`src/rtl/vga_timing_gen.sv`:
```
// VGA raster timing: pixel/line counters, delayed active-low syncs, active flag, blanked RGB.
// Optional macro VGA_TIMING_BORDER_EN forces a white one-pixel frame around the visible area.
module vga_timing_gen #(
    parameter int          TOTAL_COLS    = 800,
    parameter int          TOTAL_ROWS    = 525,
    parameter int          ACTIVE_COLS   = 640,
    parameter int          ACTIVE_ROWS   = 480,
    parameter int          H_FRONT_PORCH = 16,
    parameter int          H_BACK_PORCH  = 48,
    parameter int          V_FRONT_PORCH = 10,
    parameter int          V_BACK_PORCH  = 33,
    parameter int unsigned VIDEO_DELAY   = 2
) (
    input  logic       clock,
    input  logic       reset_n,
    input  logic       enable,
    input  logic [3:0] in_Red,
    input  logic [3:0] in_Green,
    input  logic [3:0] in_Blue,
    output logic [9:0] column_count,
    output logic [9:0] row_count,
    output logic       frame_start,
    output logic       out_Hsync,
    output logic       out_Vsync,
    output logic       out_active,
    output logic [3:0] out_Red,
    output logic [3:0] out_Green,
    output logic [3:0] out_Blue
);

    localparam logic [9:0] COL_LAST = 10'(TOTAL_COLS - 1);
    localparam logic [9:0] ROW_LAST = 10'(TOTAL_ROWS - 1);
    localparam logic [9:0] HS_START = 10'(ACTIVE_COLS + H_FRONT_PORCH);
    localparam logic [9:0] HS_END   = 10'(TOTAL_COLS - H_BACK_PORCH - 1);
    localparam logic [9:0] VS_START = 10'(ACTIVE_ROWS + V_FRONT_PORCH);
    localparam logic [9:0] VS_END   = 10'(TOTAL_ROWS - V_BACK_PORCH - 1);
    localparam logic [9:0] ACT_COLS = 10'(ACTIVE_COLS);
    localparam logic [9:0] ACT_ROWS = 10'(ACTIVE_ROWS);

    // Delay-line word: [0] hsync, [1] vsync, [2] active, optionally [3] col edge, [4] row edge.
`ifdef VGA_TIMING_BORDER_EN
    localparam int W = 5;
    localparam logic [9:0] COL_EDGE = 10'(ACTIVE_COLS - 1);
    localparam logic [9:0] ROW_EDGE = 10'(ACTIVE_ROWS - 1);
`else
    localparam int W = 3;
`endif
    localparam logic [W-1:0] BUS_RST = W'(3'b011);

    logic         col_wrap;
    logic         row_wrap;
    logic         fs_q;
    logic [W-1:0] raw_bus;
    logic [W-1:0] tail_bus;

    assign col_wrap = (column_count == COL_LAST);
    assign row_wrap = (row_count == ROW_LAST);

    always_ff @(posedge clock or negedge reset_n) begin
        if (!reset_n) begin
            column_count <= '0;
            row_count    <= '0;
            fs_q         <= 1'b0;
        end else if (enable) begin
            fs_q <= col_wrap && row_wrap;
            if (col_wrap) begin
                column_count <= '0;
                row_count    <= row_wrap ? '0 : row_count + 10'd1;
            end else begin
                column_count <= column_count + 10'd1;
            end
        end
    end

    // The pulse register holds through stalls and is gated so it only shows on an enabled cycle.
    assign frame_start = fs_q && enable;

    always_comb begin
        raw_bus    = BUS_RST;
        raw_bus[0] = !((column_count >= HS_START) && (column_count <= HS_END));
        raw_bus[1] = !((row_count >= VS_START) && (row_count <= VS_END));
        raw_bus[2] = (column_count < ACT_COLS) && (row_count < ACT_ROWS);
`ifdef VGA_TIMING_BORDER_EN
        raw_bus[3] = (column_count == 10'd0) || (column_count == COL_EDGE);
        raw_bus[4] = (row_count == 10'd0) || (row_count == ROW_EDGE);
`endif
    end

    generate
        if (VIDEO_DELAY == 0) begin : g_nodelay
            assign tail_bus = raw_bus;
        end else begin : g_delay
            logic [W-1:0] stage [VIDEO_DELAY];

            always_ff @(posedge clock or negedge reset_n) begin
                if (!reset_n) begin
                    for (int unsigned i = 0; i < VIDEO_DELAY; i++) begin
                        stage[i] <= BUS_RST;
                    end
                end else if (enable) begin
                    stage[0] <= raw_bus;
                    for (int unsigned i = 1; i < VIDEO_DELAY; i++) begin
                        stage[i] <= stage[i-1];
                    end
                end
            end

            assign tail_bus = stage[VIDEO_DELAY-1];
        end
    endgenerate

    always_ff @(posedge clock or negedge reset_n) begin
        if (!reset_n) begin
            out_Hsync  <= 1'b1;
            out_Vsync  <= 1'b1;
            out_active <= 1'b0;
            out_Red    <= '0;
            out_Green  <= '0;
            out_Blue   <= '0;
        end else if (enable) begin
            out_Hsync  <= tail_bus[0];
            out_Vsync  <= tail_bus[1];
            out_active <= tail_bus[2];
            if (!tail_bus[2]) begin
                out_Red   <= '0;
                out_Green <= '0;
                out_Blue  <= '0;
`ifdef VGA_TIMING_BORDER_EN
            end else if (tail_bus[3] || tail_bus[4]) begin
                out_Red   <= '1;
                out_Green <= '1;
                out_Blue  <= '1;
`endif
            end else begin
                out_Red   <= in_Red;
                out_Green <= in_Green;
                out_Blue  <= in_Blue;
            end
        end
    end

endmodule

```
`config.mk`:
```
export PLATFORM = sky130hd
export DESIGN_NAME = vga_timing_gen
export DESIGN_NICKNAME = d
export VERILOG_FILES = /design/src/rtl/vga_timing_gen.sv
export SDC_FILE = /design/constraint.sdc
export NUM_CORES = 1
export LEC_CHECK = 0
export CAP_MARGIN = 20
export CORE_ASPECT_RATIO = 0.8
export CORE_MARGIN = 3
export CORE_UTILIZATION = 48
export DETAILED_ROUTE_END_ITERATION = 12
export GPL_ROUTABILITY_DRIVEN = 0
export PLACE_DENSITY = 0.79
export SYNTH_ARGS = -nofsm -noshare
export SYNTH_HDL_FRONTEND = slang
export SYNTH_SLANG_ARGS = --single-unit
```
`constraint.sdc`:
```
create_clock -name clock -period 1.9 [get_ports clock]
set_input_delay 0.38 -clock clock [delete_from_list [all_inputs] [get_ports clock]]
set_output_delay 0.38 -clock clock [all_outputs]
set_load 0.03 [all_outputs]
```
==> results.yml <==
global_routing:
  grt_max_degree: 25
  grt_pass1_wl_mm: 7.31
  grt_usage_pct: 19.0
  grt_pass1_vias: 1567
  antenna_found_initial: 0
  overflow: 0
synthesis:
  async_flop_share_pct: 100
  synth-edff-count: 0
  ys.flop_type: "dfrtp_1"
  avgSynthCellArea_sq_um: 10.4
  netlist_instances: 188
  syn_area_sq_um: 1950
  ys_ff_latch: 42
  synth_nets: 208
  ys_warn_count: 0
  synth_cell_type_count: 37
  yosysSeqAreaShare_pct: 54.2
floorplanning:
  rows: 20
  fp.coreArea_sq_um: 3850
  die-area_sq_um: 4870
  io-pin-count: 51
  dieHeight_um: 63.0
  die_w_um: 77.3
  start_util_pct: 50.6
power:
  p_leak_uw: 0.00125
  p_per_area_nw_per_um2: 842
  ir_worst_vdd_v: 0.000574
routing:
  drtPass1Iterations: 4
  via_count: 1589
  wl_per_cell_um: 13.9
  wl_mm: 4.26
  ant_nets: 0
  vias_per_cell: 5.19
  drc: 0
  drtIter0Drc: 105
timing:
  min_period_ns: 1.84
  max_slew_margin_pct: 69.2
  tightest_slew_ns: 0.462
  slew_violations: 0
  worst_slack_ns: 0.0618
  rsz0062_at_grt: "false"
  clock_skew_ns: 0.00754
  period_share_pct: 96.7
  hold_viol: 0
  fmax_ghz: 0.544
  setup_viol: 0
setup_path:
  arrival_ns: 1.46
  max_stage_delay_ns: 0.67
  r2r-end: "row_count[2]$_DFFE_PN0P_"
  startpoint_type: "flip-flop"
  slowest_stage: "clkdlybuf4s50_1"
  cp_top_family: "buffers and inverters"
  worstSetupEndpointType: "output pin"
  ff2ff_setup_slack_ns: 0.15
  cp-startpoint: "row_count[4]$_DFFE_PN0P_"
  path_cells: "buf_4, clkdlybuf4s50_1"
  cp-endpoint: "row_count[4]"
  path_class: "flip-flop to output pin"
  cp_num_cells: 2
  path_max_fanout: 4
  r2r-start: "row_count[0]$_DFFE_PN0P_"
  crit_buf_inv: 2
  r2r_cells: 6
  required_ns: 1.52
clocking:
  holdBufCountCts: 0
  max-clock-path-buffers: 2
  cts_buffers: 5
  cts-root-buf: "clkbuf_8"
  ctsHtreeMaxLevel: 2
  worstSkewPairLatency_ns: 0.29
  postCtsSetupBuffers: 0
  clk_pin_slew_ns: 0.08
  clock_sinks: 42
  cts_tree: "yes"
placed_design:
  dpl.cell_count: 298
  placed_area_sq_um: 2580
  dp_slack_ns: -0.0625
  post-dp-hpwl_mm: 3.21
  portBuffers: 50
layout:
  finalInstanceArea_sq_um: 2690
  nets: 270
  area.growth.synth_to_final_pct: 37.9
  final_cell_mix: "41 x clkdlybuf4s50_1, 36 x dfrtp_1, 22 x nand3_1, 18 x inv_1, 18 x o21ai_0"
  finalCoreUtilization_pct: 69.8
  fin_cells: 306
  layout-drive-gt1-share_pct: 15.5
  diodes: 0
  final_common_cell: "clkdlybuf4s50_1"
outcome:
  status: "complete, no violations"
run:
  maxCapViolations: 0
hold_path:
  hold_class: "input pin to async pin"
-- where the power goes --
| part | internal [uW] | total [uW] | switching, uW |
|---|---|---|---|
| sequential | 982 | 1090 | 112 |
| clock | 293 | 580 | 287 |
| combinational | 251 | 593 | 342 |
-- stage by stage --
stage / power [uW] / hold slack [ns] / TNS (ns)
4_1_cts: 2290 / 0.0426 / 0
6_report: 2270 / 0.0323 / 0
5_1_grt: 2390 / 0.0470 / 0
3_3_place_gp: 1690 / 0.357 / -0.0274
3_5_place_dp: 1710 / 0.357 / -0.0625
2_1_floorplan: 1420 / 0.0844 / 0
-- routing by layer --
layer	up-vias	GRT usage, %	share of wire (%)
li1	772	-	-
met4	0	8.00	2.1
met3	9	4.18	3.4
met2	37	29.0	46
met1	771	26.0	49
met5	-	0	0
-- synthesized netlist by cell type, drive strengths merged (2+ instances only) --
cell     n  area (sq um)
nor2    14          55.1
a21oi    2          13.8
nand3   23           128
and3     5          31.3
dfstp    6           158
ha       5          62.6
buf      3          11.3
o21ai   18          90.1
dfrtp   36           901
nor3     4          25.0
nand2    8          30.0
nor4     2          12.5
clkbuf   2          7.51
and2     3          18.8
or4      2          18.8
inv     18          67.6
xor2     5          43.8
xnor2    8          70.1
mux2     6          67.6
nand4    6          37.5
-- sequential cells by signal, indices dropped and copies added, names as in the netlist --
signal / flops
g_delay.stage: 3
tail_bus: 3
out_Vsync: 1
out_Green: 4
out_active: 1
out_Red: 4
out_Hsync: 1
fs_q: 1
column_count: 10
out_Blue: 4
row_count: 10
-- worst register-to-register path, cell delays in order, from the launching register on --
cell	delay, ns
dfrtp_1	0.38
inv_1	0.11
ha_1	0.17
nand4_1	0.09
or4_1	0.57
nor2_2	0.24
nor2_1	0.08
-- final cells by class --
cell class	instances	area (sq um)
timing repair buffer	60	598
tap	55	68.8
multi-input combinational	123	807
inverter	18	67.6
clock buffer	7	86.3
sequential	42	1060
fill	305	1160
clock inverter	1	5.00
-- cells by family (layout without fill, tap and decap cells) --
| family | after synthesis | after routing | share of synthesized area [%] |
|---|---|---|---|
| AND/OR/NAND/NOR | 73 | 73 | 21.0 |
| adder cells (fa/ha/maj) | 5 | 5 | 3.21 |
| multiplexers | 7 | 7 | 3.97 |
| buffers and inverters | 23 | 86 | 4.42 |
| XOR/XNOR | 13 | 13 | 5.83 |
| AO/OA/AOI/OAI | 25 | 25 | 7.31 |
| flip-flops | 42 | 42 | 54.2 |
-- what timing repair did --
action                     in CTS  in global routing
setup endpoints to repair       0                  7
gates resized for setup         0                  7
hold endpoints to repair        0                  0
-- worst min path at each step --
| stage | end | start | cells after the start |
|---|---|---|---|
| floorplan | column_count[0]$_DFFE_PN0P_ | reset_n | 0 |
| global placement | out_Red[0]$_DFFE_PN0P_ | reset_n | 1 |
| detailed placement | out_Green[0]$_DFFE_PN0P_ | reset_n | 1 |
| CTS | column_count[3]$_DFFE_PN0P_ | reset_n | 1 |
| finish | column_count[3]$_DFFE_PN0P_ | reset_n | 1 |
| global route | column_count[3]$_DFFE_PN0P_ | reset_n | 1 |
No activity file was read; power rests on OpenSTA's default activity.
==> variant 1, RTL diff (same flow settings) <==
The parameter `H_BACK_PORCH` goes from 48 to 24.
--- a/src/rtl/vga_timing_gen.sv
+++ b/src/rtl/vga_timing_gen.sv
@@ -6,7 +6,7 @@
     parameter int          ACTIVE_COLS   = 640,
     parameter int          ACTIVE_ROWS   = 480,
     parameter int          H_FRONT_PORCH = 16,
-    parameter int          H_BACK_PORCH  = 48,
+    parameter int          H_BACK_PORCH  = 24,
     parameter int          V_FRONT_PORCH = 10,
     parameter int          V_BACK_PORCH  = 33,
     parameter int unsigned VIDEO_DELAY   = 2
Function: same outputs for any inputs over 10 cycles, from zero or initial values and one cycle with reset_n low; that may be too few to reach the edited logic, so the function may still have changed.
==> variant 1 against the unedited design <==
Final area rose by 3.0%. Synthesized area rose by 3.2%. Sequential cell count did not move. Power fell by 11%. Global-route usage rose by 0.63 points. Clock power rose by 1%. Sequential share of layout area fell by 1.0 points. Routed wire length rose by 2.9%. Setup slack got worse by 0.0068 ns.
==> variant 1: results (changes against the unedited design) <==
Worst setup path
  – CP max FO: 4 (unchanged)
  – Reg-to-reg critical path endpoint: row_count[8]$_DFFE_PN0P_ (was row_count[2]$_DFFE_PN0P_)
  – Worst R2R Start: column_count[1]$_DFFE_PN0P_ (was row_count[0]$_DFFE_PN0P_)
  – Peak per-stage delay on the critical path: 0.71 ns (was 0.67 ns)
  – Critical Path Sink: column_count[7] (was row_count[4])
  – CP max stage cell: clkdlybuf4s50_1 (unchanged)
  – Crit path from: column_count[7]$_DFFE_PN0P_ (was row_count[4]$_DFFE_PN0P_)
  – FF-to-FF path depth: 5 (was 6)

Clock network
  – CTS Buf Count: 5 (unchanged)
  – Clk slew on worst S/H paths: 0.09 ns
  – Root Buffer: clkbuf_8 (unchanged)
  – Post-cts resize count: 4 (was 0)
  – H-tree levels: 2 (unchanged)
  – Clock Latency Late Sink: 0.30 ns

Synthesis
  – Synth warnings: 0 (unchanged)
  – Post-synthesis mux area share: 0.04969 (was 0.03974)
  – Commonest cells in the netlist: 36 x dfrtp_1, 23 x nand3_1, 22 x inv_1, 21 x o21ai_0, 12 x nand2_1 (was 36 x dfrtp_1, 22 x nand3_1, 18 x inv_1, 18 x o21ai_0, 13 x nor2_1)
  – Yosys cell types: 37 (unchanged)
  – Top cells by area, synth: dfrtp_1 45%, dfstp_2 7.8%, nand3_1 5.7% (was dfrtp_1 46%, dfstp_2 8.1%, nand3_1 5.6%)
  – Synth Instances: 199 (was 188)
  – Mapped Nets: 219 (was 208)
  – Compound-Gate Fraction of Synth Area: 0.09814 (was 0.07308)
  – Post-synth EDFFs: 0 (unchanged)
  – Seq/Total Area, Yosys: 0.5255 (was 0.5423)
  – Post-synthesis adder-cell area fraction: 0.03106 (was 0.03205)
  – Synth Area in XOR/XNOR: 0.03478 (was 0.05833)

Global routing
  – First-pass GRT wire length: 7659 microns (was 7314 microns)
  – Tot GR Track Use: 0.1959 (was 0.1896)
  – Largest net degree at the start of global routing: 35 (was 25)
  – Vias in the first global route: 1577 (was 1567)

Drt
  – Per-cell routed wire length: 13.72 microns (was 13.91 microns)
  – Via count: 1653 (was 1589)
  – Drt initial violations: 90 (was 105)
  – First-pass detailed-route iteration total: 4 (unchanged)

Finish
  – Share of cells above drive strength 1: 0.1894 (was 0.1554)
  – Non-Filler Instances: 319 (was 306)
  – Nets: 283 (was 270)

Pwr
  – Leak: 1.169 nW (was 1.247 nW)
  – VDD IR max: 787.9 uV (was 574.0 uV)

Outcome
  – Outcome: finished clean (unchanged)

STA
  – Slew at the pin closest to its max-slew limit: 0.4599 ns (was 0.4615 ns)
  – Clock Skew: 0.01372 ns (was 0.007540 ns)

Place
  – Placed cell count: 310 (was 298)
  – Detailed Place HPWL: 3273 microns (was 3212 microns)
==> variant 1: cell types whose count changed in the layout (fill, tap and decap cells not counted), sizes merged, moves of 3 or more <==
cell,delta
inv,+5
xor2,-3
nor3,+3
and4,+3
dlymetal6s2s,-4
o21ai,+3
buf,+7
dlygate4sd2,+4
and3,-4
nor2,-5
nand2,+4
==> variant 1: stage by stage <==
step / setup TNS (ns) / instance area, sq um / util / hold WS, ns / setup slack [ns]
after floorplan: 0 / 2017 / - / 0.08441 / 0.02919
after global placement: 0 / 2666 / 0.6830 / 0.3547 / 0.003178
after detailed placement: -0.04320 / 2666 / 0.6830 / 0.3583 / -0.02285
after CTS: 0 / 2754 / 0.7054 / 0.03072 / 0.006406
after global routing: 0 / 2771 / 0.7099 / 0.04563 / 0.002702
final: 0 / 2771 / 0.7099 / 0.01757 / 0.05501
==> variant 1: layout make-up <==
cell class / instances / area (sq um)
timing repair buffer: 67 / 635.6
clock buffer: 5 / 68.82
clock inverter: 3 / 23.77
fill: 323 / 1132
sequential: 42 / 1062
tap: 55 / 68.82
inverter: 22 / 82.58
multi-input combinational: 125 / 829.5
==> variant 1: power breakdown <==
group / total [mW] / leakage, nW / internal (mW) / switching [mW]
logic: 0.415 / 0.603 / 0.186 / 0.229
clock network: 0.588 / 0.0408 / 0.263 / 0.326
registers: 1.02 / 0.525 / 0.947 / 0.0698
==> variant 1: routing by layer <==
metal / part of all wire / wire length, microns / GRT usage / vias up
met5: 0 / 0 / 0 / -
met4: 0.0066 / 29 / 0.06550 / 0
met3: 0.043 / 188 / 0.04507 / 2
met2: 0.46 / 1993 / 0.2853 / 40
met1: 0.49 / 2166 / 0.2878 / 790
li1: - / - / - / 821
==> variant 2, RTL diff (same settings) <==
Made on the original files. Make the reset (`reset_n`) synchronous in 3 clocked blocks.
--- a/src/rtl/vga_timing_gen.sv
+++ b/src/rtl/vga_timing_gen.sv
@@ -56,7 +56,7 @@
     assign col_wrap = (column_count == COL_LAST);
     assign row_wrap = (row_count == ROW_LAST);
 
-    always_ff @(posedge clock or negedge reset_n) begin
+    always_ff @(posedge clock) begin
         if (!reset_n) begin
             column_count <= '0;
             row_count    <= '0;
@@ -92,7 +92,7 @@
         end else begin : g_delay
             logic [W-1:0] stage [VIDEO_DELAY];
 
-            always_ff @(posedge clock or negedge reset_n) begin
+            always_ff @(posedge clock) begin
                 if (!reset_n) begin
                     for (int unsigned i = 0; i < VIDEO_DELAY; i++) begin
                         stage[i] <= BUS_RST;
@@ -109,7 +109,7 @@
         end
     endgenerate
 
-    always_ff @(posedge clock or negedge reset_n) begin
+    always_ff @(posedge clock) begin
         if (!reset_n) begin
             out_Hsync  <= 1'b1;
             out_Vsync  <= 1'b1;
Function: differs if reset_n is asserted again (counterexample within 4 cycles, from zero or initial values and one cycle with reset_n low); with reset_n held inactive, the same outputs for 10 cycles.
==> variant 2 against the unedited design <==
Routed wire length increased by 3.9%. Register-to-register slack worse by 0.09 ns. Setup slack lost 0.016 ns. Synthesized area down 2.1%. Sequential cell count stayed put. Critical endpoint is now row_count[6]$_SDFFE_PN0P_. Final area up 1.5%. Die area down 1.9%.
Power is not compared: it rests on default switching activity, and its combinational part moved more than twofold at a synthesized area within 25%.
==> variant 2: results (changes against the unedited design) <==
Min path
  – Min-Delay Path Class: reg -> reg (was in -> async)

Pwr
  – Leak: approximately 0.98 nW

Finish
  – Share of cells above drive strength 1: 0.1715 (was 0.1554)
  – Number of fill cells in the layout: 309 (was 305)
  – Nets: 293 (was 270)
  – N_diodes: 0 (unchanged)
  – Largest regs: column_count x10, row_count x10, g_delay.stage x6 (was column_count x10, row_count x10)

Worst setup path
  – CP max stage cell: clkdlybuf4s50_1 (unchanged)
  – FF-to-FF path depth: 5 (was 6)
  – Reg2reg setup slack: 0.06 ns (was 0.15 ns)
  – CP max FO: 11 (was 4)
  – Peak per-stage delay on the critical path: 0.51 ns (was 0.67 ns)
  – CP Data Arrival Time: 2.09 ns (was 1.46 ns)
  – Worst R2R Start: column_count[6]$_SDFFE_PN0P_ (was row_count[0]$_DFFE_PN0P_)
  – Critical Path Sink: row_count[6]$_SDFFE_PN0P_ (was row_count[4])
  – Crit path from: enable (was row_count[4]$_DFFE_PN0P_)

Synthesis
  – Mapped Nets: 230 (was 208)
  – Synth warnings: 0 (unchanged)
  – Async set or reset register ratio after synthesis: 0 (was 1.000)
  – Seq/Total Area, Yosys: 0.4715 (was 0.5423)
  – Post-synth EDFFs: 6 (was 0)
  – Yosys cell types: 36 (was 37)
  – Syn avg cell area: 9.098 sq um (was 10.38 sq um)
  – Commonest cells in the netlist: 36 x dfxtp_1, 25 x nor2b_1, 19 x a21oi_1, 12 x nor2_1, 11 x nand2_1 (was 36 x dfrtp_1, 22 x nand3_1, 18 x inv_1, 18 x o21ai_0, 13 x nor2_1)
  – Top cells by area, synth: dfxtp_1 38%, edfxtp_1 9.4%, nor2b_1 8.2% (was dfrtp_1 46%, dfstp_2 8.1%, nand3_1 5.6%)
  – Dominant synthesized flop cell: dfxtp_1 (was dfrtp_1)

Global routing
  – Tot GR Track Use: 0.2001 (was 0.1896)
  – Largest net degree at the start of global routing: 29 (was 25)
  – First-pass GRT wire length: 7741 microns (was 7314 microns)

Clock network
  – Clock Latency Late Sink: 0.29 ns (about the same)
  – CTS Buf Count: 5 (unchanged)
  – CTS max path bufs: 2 (unchanged)

Drt
  – Drt initial violations: 107 (was 105)
  – DRT Wirelength: 4420 microns (was 4255 microns)
  – Met3 Routed Length: 227 microns (was 144 microns)
  – Met1 Wirelength: 2164 microns (was 2080 microns)
  – Wire length on met2: 1987 microns (was 1942 microns)
  – Via count: 1707 (was 1589)
  – Per-cell routed wire length: 13.56 microns (was 13.91 microns)

Place
  – Post-Place Worst Slack: -0.2420 ns (was -0.06246 ns)
  – Placed cell count: 318 (was 298)
  – Post-DP Area: 2608 sq um (was 2582 sq um)
  – Detailed Place HPWL: 3182 microns (was 3212 microns)
  – IO Port Bufs: 50 (unchanged)

STA
  – Clock Skew: 0.01106 ns (was 0.007540 ns)
  – Rel. slew slack: 0.7083 (was 0.6923)
  – Fmax: 0.5393 GHz (was 0.5440 GHz)

Outcome
  – Outcome: finished clean (unchanged)
[variant 2: changes by cell type in the layout (fill, tap and decap cells not counted), moves of 11 or more]
cell	change
dfrtp_1	-36
dfxtp_1	+26
nor2b_1	+25
a21oi_1	+15
nand3_1	-13
inv_1	-11
[variant 2: where the power goes]
part / internal [mW] / switching [mW] / total, mW
Combinational: 0.0765 / 0.0753 / 0.152
Sequential: 0.911 / 0.00988 / 0.921
Clock: 0.293 / 0.293 / 0.586
[variant 2: cell type report]
class / instances / area, sq um / share of cell area
sequential: 42 / 930.9 / 0.3408
tap: 52 / 65.06 / 0.02382
clock buffer: 7 / 86.33 / 0.03161
inverter: 7 / 26.28 / 0.009620
multi-input combinational: 151 / 974.7 / 0.3568
clock inverter: 1 / 5.005 / 0.001832
timing repair buffer: 66 / 643.1 / 0.2355
[variant 2: worst min path at each step]
stage,from,end
after floorplan,g_delay.stage[0][3]$_SDFFCE_PN1P_,out_Hsync$_SDFFE_PN1P_
after global placement,g_delay.stage[0][4]$_SDFFCE_PN1P_,out_Vsync$_SDFFE_PN1P_
after detailed placement,g_delay.stage[0][3]$_SDFFCE_PN1P_,out_Hsync$_SDFFE_PN1P_
after CTS,g_delay.stage[0][3]$_SDFFCE_PN1P_,out_Hsync$_SDFFE_PN1P_
after global routing,g_delay.stage[0][3]$_SDFFCE_PN1P_,out_Hsync$_SDFFE_PN1P_
final,g_delay.stage[0][3]$_SDFFCE_PN1P_,out_Hsync$_SDFFE_PN1P_
[variant 2: layer usage]
layer / track usage / vias to the layer above
li1: - / 857
met1: 0.2676 / 790
met3: 0.05331 / 7
met5: 0 / -
met2: 0.3180 / 53
met4: 0.05882 / 0
[variant 2: cells by family after synthesis]
logic type / count (synthesis) / synth area share
and+or+nand+nor: 99 / 0.3032
DFF: 42 / 0.4715
xor gates and xnor gates: 10 / 0.04584
adders and majority gates: 5 / 0.03274
AOI/OAI and AO/OA: 35 / 0.1022
muxes: 2 / 0.01048
buffers and inverters: 17 / 0.03405
[variant 2: critical path, delay by kind of cell]
kind	cells	cell delay, ns
simple gates	3	0.90
buf+inv	2	0.67
compound gates	1	0.14
[variant 2: per-stage QoR]
step,hold WS (ns),util,TNS (ns),power (mW)
2_1_floorplan,0.4377,-,-0.02257,1.017
3_3_place_gp,0.4412,0.7216,-1.758,1.090
3_5_place_dp,0.4491,0.7216,-2.312,1.093
4_1_cts,0.4691,0.7469,0,1.668
5_1_grt,0.4997,0.7559,0,1.723
6_report,0.4689,0.7559,0,1.659
